<file path="src/rtl/cpu_run_ctrl.sv">
// cpu_run_ctrl: run controller for the 5-stage pipeline CPU.
// It holds the core in reset, latches the forwarding mode for the run,
// counts cycles, retired instructions and bubbles, and ends the run on
// the instruction target, on a halt request or on a cycle timeout.
//
// state    | meaning
// ---------+------------------------------------------------------------
// IDLE     | after reset; core held in reset, waiting for start
// RST_HOLD | core_reset held for RST_CYCLES cycles before the run begins
// RUN      | core running; counting; watching target, halt and limit
// DRAIN    | PIPE_DEPTH cycles for in-flight instructions to retire
// DONE     | core held in reset; counters frozen; start begins a new run
module cpu_run_ctrl #(
  parameter int MAX_INSTR    = 1024,
  parameter int PIPE_DEPTH   = 5,
  parameter int RST_CYCLES   = 2,
  parameter int CYC_MARGIN   = 64,
  parameter int CNT_W        = 32,
  parameter bit FORW_DEFAULT = 1'b0
) (
  input  logic             clk,
  input  logic             reset,
  input  logic             start,
  input  logic             forw_mode_in,
  input  logic             retire_valid,
  input  logic             halt_req,
  output logic             core_reset,
  output logic             isForw_ON,
  output logic             running,
  output logic             done,
  output logic             timeout,
  output logic [CNT_W-1:0] cycle_count,
  output logic [CNT_W-1:0] retire_count,
  output logic [CNT_W-1:0] bubble_count
);

  typedef enum logic [2:0] {
    S_IDLE     = 3'd0,
    S_RST_HOLD = 3'd1,
    S_RUN      = 3'd2,
    S_DRAIN    = 3'd3,
    S_DONE     = 3'd4
  } state_t;

  localparam int HOLD_W  = (RST_CYCLES > 1) ? $clog2(RST_CYCLES) : 1;
  localparam int DRAIN_W = (PIPE_DEPTH > 1) ? $clog2(PIPE_DEPTH) : 1;
  localparam logic [HOLD_W-1:0]  HOLD_INIT  = HOLD_W'(RST_CYCLES - 1);
  localparam logic [DRAIN_W-1:0] DRAIN_INIT = DRAIN_W'(PIPE_DEPTH - 1);
  localparam logic [CNT_W-1:0]   TARGET     = CNT_W'(MAX_INSTR);
  localparam logic [CNT_W-1:0]   LIMIT      = CNT_W'(MAX_INSTR + PIPE_DEPTH + CYC_MARGIN);

  state_t               state_q, state_d;
  logic [HOLD_W-1:0]    hold_cnt;
  logic [DRAIN_W-1:0]   drain_cnt;
  logic                 clear_run;
  logic                 count_en;
  logic                 timeout_set;
  logic [CNT_W-1:0]     cyc_nxt, ret_nxt, bub_nxt;

  function automatic logic [CNT_W-1:0] sat_inc(input logic [CNT_W-1:0] v);
    return (&v) ? v : v + 1'b1;
  endfunction

  // Candidate counter values for this cycle; the target and limit checks
  // look at these so that the current cycle's strobe is included.
  always_comb begin
    cyc_nxt = sat_inc(cycle_count);
    ret_nxt = retire_valid ? sat_inc(retire_count) : retire_count;
    bub_nxt = retire_valid ? bubble_count : sat_inc(bubble_count);
  end

  // State register.
  always_ff @(posedge clk or posedge reset) begin
    if (reset) state_q <= S_IDLE;
    else       state_q <= state_d;
  end

  // Next-state decode; completion (target/halt) takes priority over the limit.
  always_comb begin
    state_d     = state_q;
    clear_run   = 1'b0;
    count_en    = 1'b0;
    timeout_set = 1'b0;
    case (state_q)
      S_IDLE, S_DONE: begin
        if (start) begin
          state_d   = S_RST_HOLD;
          clear_run = 1'b1;
        end
      end
      S_RST_HOLD: begin
        if (hold_cnt == '0) state_d = S_RUN;
      end
      S_RUN: begin
        count_en = 1'b1;
        if ((ret_nxt >= TARGET) || halt_req) begin
          state_d = S_DRAIN;
        end else if (cyc_nxt >= LIMIT) begin
          state_d     = S_DONE;
          timeout_set = 1'b1;
        end
      end
      S_DRAIN: begin
        count_en = 1'b1;
        if (drain_cnt == '0) state_d = S_DONE;
      end
      default: state_d = S_IDLE;
    endcase
  end

  // Down-counting timers, reloaded whenever their state is not active.
  always_ff @(posedge clk or posedge reset) begin
    if (reset) begin
      hold_cnt  <= HOLD_INIT;
      drain_cnt <= DRAIN_INIT;
    end else begin
      hold_cnt  <= (state_q == S_RST_HOLD && hold_cnt != '0)  ? hold_cnt - 1'b1  : HOLD_INIT;
      drain_cnt <= (state_q == S_DRAIN    && drain_cnt != '0) ? drain_cnt - 1'b1 : DRAIN_INIT;
    end
  end

  // Registered outputs, decoded from the state being entered on this edge.
  always_ff @(posedge clk or posedge reset) begin
    if (reset) begin
      core_reset <= 1'b1;
      running    <= 1'b0;
      done       <= 1'b0;
    end else begin
      core_reset <= (state_d == S_IDLE) || (state_d == S_RST_HOLD) || (state_d == S_DONE);
      running    <= (state_d == S_RUN) || (state_d == S_DRAIN);
      done       <= (state_d == S_DONE);
    end
  end

  // Run statistics, forwarding mode and timeout flag.
  always_ff @(posedge clk or posedge reset) begin
    if (reset) begin
      isForw_ON    <= FORW_DEFAULT;
      timeout      <= 1'b0;
      cycle_count  <= '0;
      retire_count <= '0;
      bubble_count <= '0;
    end else if (clear_run) begin
      isForw_ON    <= forw_mode_in;
      timeout      <= 1'b0;
      cycle_count  <= '0;
      retire_count <= '0;
      bubble_count <= '0;
    end else if (count_en) begin
      cycle_count  <= cyc_nxt;
      retire_count <= ret_nxt;
      bubble_count <= bub_nxt;
      if (timeout_set) timeout <= 1'b1;
    end
  end

endmodule

</file>
<file path="config.mk">
export PLATFORM = sky130hd
export DESIGN_NAME = cpu_run_ctrl
export DESIGN_NICKNAME = d
export VERILOG_FILES = /design/src/rtl/cpu_run_ctrl.sv
export SDC_FILE = /design/constraint.sdc
export NUM_CORES = 1
export LEC_CHECK = 0
export ABC_AREA = 1
export CORE_ASPECT_RATIO = 0.7
export CORE_MARGIN = 5
export CORE_UTILIZATION = 55
export CTS_CLUSTER_DIAMETER = 150
export CTS_CLUSTER_SIZE = 14
export DETAILED_ROUTE_END_ITERATION = 7
export PLACE_DENSITY = 0.81
export SYNTH_ARGS = -nofsm -noshare
export SYNTH_HDL_FRONTEND = slang
export SYNTH_SLANG_ARGS = --single-unit
</file>
<file path="constraint.sdc">
create_clock -name clk -period 3.9 [get_ports clk]
set_input_delay 0.78 -clock clk [delete_from_list [all_inputs] [get_ports clk]]
set_output_delay 0.78 -clock clk [all_outputs]
set_load 0.005 [all_outputs]
</file>
### Yosys cells after proc, flatten, opt, wreduce, memory -nomap -nowiden

Index checks and enable logic that the tools add are counted.

* flip-flop bits (word level): 108
* input bits: 6
* output and inout port bits: 101
* logic and storage cells: 75

* $add $sub $neg: 5
* magnitude comparators: 2
* equality and inequality tests: 10
* mux-type cells: 28
* reduce and logical (&&, ||, !) cells: 19

Operators by type and width (number)
* $mux 32: 11
* $add 32x1->32 const B: 3
* $reduce_and 32->1: 3
* $ge 32x11->1 const B: 2
* $mux 3: 6
* $eq 3x2->1 const B: 4
* $pmux 3 s4: 1
* $mux 1: 10
* $logic_not 3->1: 3
* $eq 3x1->1 const B: 2
* $eq 3x3->1 const B: 2
* $logic_or 1x1->1: 4
* $reduce_bool 2->1: 2
* $reduce_or 2->1: 2
* $reduce_and 3->1: 1
* $reduce_bool 3->1: 1
* $sub 3x1->3 const B: 1
* $logic_and 1x1->1: 2
* $ne 2x1->1 const B: 1
* $ne 2x2->1 const B: 1
* $reduce_and 2->1: 1
* $sub 1x1->1 const B: 1

### Logic depth before layout (Yosys ltp)

* depth after elaboration: 10
* gate-level depth with buffers: 18
* gate-level depth less buffers: 18

### Worst setup path before layout

No wires, ideal clock.

* path type: input port to flip-flop
* start point: input retire_valid
* end point: register state_q[0]
* library setup time: 0.142 ns
* data arrival time: 2.039 ns
* data required time: 3.758 ns
* slack: 1.719 ns
* stages: 11
* buffers on the path: 2
* path through: clkbuf_1 > buf_1 > nor2_1 > a21oi_1 > nand2_1 > nor2_1 > nand2_1 > nor2_1 > nand2_1 > nand2_2 > nand4_1

* word-level cells in the longest chain between the ends: 5

Ends and longest elaborated chain
* from (decl): RTL line 25 `input logic retire_valid,`
* $mux 32: RTL line 68 `ret_nxt = retire_valid ? sat_inc(retire_count) : retire_count;`
* $ge 32x11->1: RTL line 96 `if ((ret_nxt >= TARGET) || halt_req) begin`
* $logic_or 1x1->1: RTL line 96
* $mux 3: RTL line 96
* $pmux 3 s4: RTL line 84 `case (state_q)`
* named net state_d[0]: RTL line 52 `state_t state_q, state_d;`
* to (signal assigned): RTL line 75 `else state_q <= state_d;`
* to (decl): RTL line 52

The timed path passes the listed nets, and every way through them passes these cells.
A chain may end at the register's enable or synchronous reset.

### Final worst setup path

* start point: input retire_valid
* end point: register bubble_count[27]

* word-level cells in the longest chain between the ends: 2

Ends and longest elaborated chain
* $ne 2x1->1 (no line)
* $reduce_and 3->1 (no line)
* to (signal assigned): RTL line 152 `bubble_count <= bub_nxt;`
* to (decl): RTL line 34 `output logic [CNT_W-1:0] bubble_count`

No other way between the ends.

==> flow_metrics.tcl <==
set metrics [dict create \
    htreeDepth 3 \
    synth_mux_area_frac 0.00280 \
    slowest_delay_ns 0.76 \
    grt_pass1_wl_mm 36.3 \
    place.gp.congestion 1.03 \
    cts.sinks 108 \
    leakagePower_uw 0.00378 \
    avgSynthCellArea_um2 6.54 \
    pwr-share-comb 0.458 \
    clockRootBuffer "clkbuf_16" \
    ys_warn_count 0 \
    sw_frac_of_total 0.430 \
    die_y_um 105 \
    status "finished, final reports clean" \
    min-delay-start "drain_cnt[0]" \
    r2r-start "cycle_count[0]" \
    ff2ff_path_depth 15 \
    finalWorstPathRequiredPeriod_ns 2.88 \
    synth_compound_area_frac 0.107 \
    startpoint_type "primary input" \
    antenna_found_initial 0 \
    holdPathStages 1 \
    cts_resized 0 \
    worstPathRequired_ns 4.14 \
    synth_top_family_by_area "simple AND/OR/NAND/NOR gates" \
    worst-path-buf-inv 1 \
    place_worst_setup_slack_ns 0.711 \
    drive_above_1_share 0.0492 \
    holdPathEnd "drain_cnt[0]" \
    rsz0062_at_grt "no" \
    dieArea_mm2 0.0154 \
    vias 7764 \
    fmax_mhz 347 \
    io_buffers 106 \
    switchingPower_uw 2290 \
    netlist_instances 1093 \
    end_kind "flop" \
    rrSetupSlack_ns 1.02 \
    power.share.clock 0.190 \
    dpl.hpwl_mm 16.6 \
    row_count 34 \
    pin_count 107 \
    die_w_um 146 \
    synth_seq_cells 108 \
    tritoncts "done" \
    synth_edf_count 0 \
    syn_nets 1104 \
    synthAdderAreaFrac 0.00875 \
    peakVddDrop_v 0.000360 \
    synth_area_mm2 0.00715 \
    final.period_utilization 0.738 \
    path_class "in2reg" \
    synth-seq-area-share 0.379 \
    worstHoldPathType "reg2reg" \
    grt_overflow 0 \
    detail-route-antenna-nets 0 \
    clkTransAtPathRegs_ns 0.07 \
    floorplan.initialDensity 0.568 \
    synthFlopType "dfrtp_1" \
    worst_pin_slew_ns 0.678 \
    drc 0 \
    avgRoutedWirePerCell_um 16.4 \
    cp.arrival_ns 3.11 \
    fp.coreArea_mm2 0.0126 \
    p_seq_frac 0.352 \
    power_density_mw_per_mm2 611 \
    slew_headroom 0.547 \
    worst-path-max-fanout 19 \
    hold_buffers 0 \
    post_cts_buffers 0 \
    clockBufferDepth 2 \
    viasPerCell 5.70 \
    ys_types 45 \
    path_cells "clkdlybuf4s50_1, nor2_1, nand2_2, nand2_1, nand4_1, nor2_1, nand2_1, o21ai_0, a21oi_1" \
    drv_cap 0 \
    cts_made_buffers 9 \
    worstSkewPairLatency_ns 0.36 \
    fin_skew_ns 0.00967 \
    area_growth_pct 22.1 \
    synthArstFlopShare 1.00 \
    reg2reg_to "state_q[1]" \
    internal_power_uw 3040 \
    worst_slack_ns 1.02 \
    synth-xor-area-share 0.0282 \
    crit_family "simple AND/OR/NAND/NOR gates" \
    grt_max_degree 78 \
    grt.total_usage 0.287 \
    routed_wl_mm 22.3 \
    drv_slew 0 \
    num_antenna_cells 0 \
    synth_simple_gate_area_frac 0.392 \
    slowest_stage "clkdlybuf4s50_1" \
    drt-pass1-iter-count 6 \
    grt_pass1_vias 7190 \
    finalHoldViolations 0 \
    critical_path_depth 9 \
    nNetsFinal 1206 \
    drt_first_iter_violations 868 \
    tns_ns 0 \
    setup_viol 0 \
    utilization 0.693 \
]
## worst max path at each step
stage	slack, ns	endpoint	startpoint
floorplan	0.28	bubble_count[0]	reset
global placement	0.85	state_q[0]	retire_valid
detailed placement	0.71	bubble_count[27]	retire_valid
CTS	1.09	bubble_count[27]	retire_valid
global route	0.79	bubble_count[27]	retire_valid
finish	1.02	bubble_count[27]	retire_valid
## cells by family after synthesis
kind of cell    count (synthesis)
mux                             2
simple gates                  671
fa+ha+maj                       5
xor+xnor                       23
buf+inv                       154
flops                         108
compound gates                130
## through the flow
step / hold slack, ns / power [µW] / cell area [µm²] / cells
floorplan: 0.403 / 3140 / 7150 / 1093
global placement: 0.415 / 4210 / 8400 / 1346
detailed placement: 0.431 / 4270 / 8400 / 1346
CTS: 0.441 / 5300 / 8730 / 1362
global route: 0.467 / 5670 / 8730 / 1362
finish: 0.441 / 5330 / 8730 / 1362
## layout by cell type, fill, tap and decap left out, types with 3 or more instances in the layout
cell	n
clkdlybuf4s50_1	106
nand4_1	15
nor2_2	16
nor4_1	7
clkbuf_16	9
nand3_1	82
dfstp_2	3
o31ai_1	3
a22o_1	4
xnor2_1	6
o21ai_0	47
dfrtp_1	105
nor2_1	178
inv_2	3
a21oi_1	28
o21a_1	5
inv_1	124
o22ai_1	30
nand2_2	7
nand2_1	344
nor3_1	10
ha_1	5
nand3b_1	5
buf_4	7
xor2_1	17
## flip-flops by register name, indices dropped and copies added (netlist names)
signal,cells
state_q,3
bubble_count,32
running,1
cycle_count,32
hold_cnt,1
timeout,1
isForw_ON,1
core_reset,1
done,1
drain_cnt,3
retire_count,32
## final cells by class
type                    count  area, µm²
clock buffers              10        229
clock inverters             6       95.1
fillers                  1114       3860
inverters                 130        490
multi-input cells         831       3850
flip-flops and latches    108       2710
well taps                 162        203
repair buffers            115       1150
## power by group through the flow
stage	Combinational (µW)	Clock, µW	Sequential [µW]
after floorplan	1370	0	1770
after detailed placement	2400	0	1870
after global placement	2340	0	1870
final	2440	1010	1880
after global routing	2700	1050	1920
after CTS	2420	1020	1860
## per-layer routing
| metal | wire length, µm | up-vias | global-route usage |
|---|---|---|---|
| met1 | 10100 | 3582 | 0.434 |
| met5 | 0 | - | 0 |
| met2 | 9190 | 448 | 0.409 |
| met4 | 215 | 0 | 0.0497 |
| li1 | - | 3708 | - |
| met3 | 2730 | 26 | 0.0892 |
## cells in the mapped netlist (2+ instances only)
cell      count  area share
a22o_1        4      0.0049
o31ai_1       3      0.0031
nor2_1      178       0.093
nor3_1       10      0.0070
a21oi_1      28       0.020
clkbuf_1     16      0.0084
inv_1       125       0.066
nor2_4        2      0.0031
o21ai_0      47       0.033
xor2_1       17       0.021
mux2i_1       2      0.0028
nand3_1      82       0.057
nand4_1      15       0.013
buf_1         3      0.0016
nand2_1     344        0.18
nand2_2       7      0.0061
ha_1          5      0.0088
xnor2_1       6      0.0074
buf_2         3      0.0021
o211a_1       2      0.0028
nor2_2       16       0.014
inv_2         3      0.0016
o21a_1        5      0.0053
a211oi_1      2      0.0021
nand3b_1      5      0.0053
nand3_2       2      0.0028
dfrtp_1     105        0.37
clkinv_1      2      0.0011
nor4_1        7      0.0061
dfstp_2       3       0.011
o22ai_1      30       0.026
No activity file was read; power rests on OpenSTA's default activity.
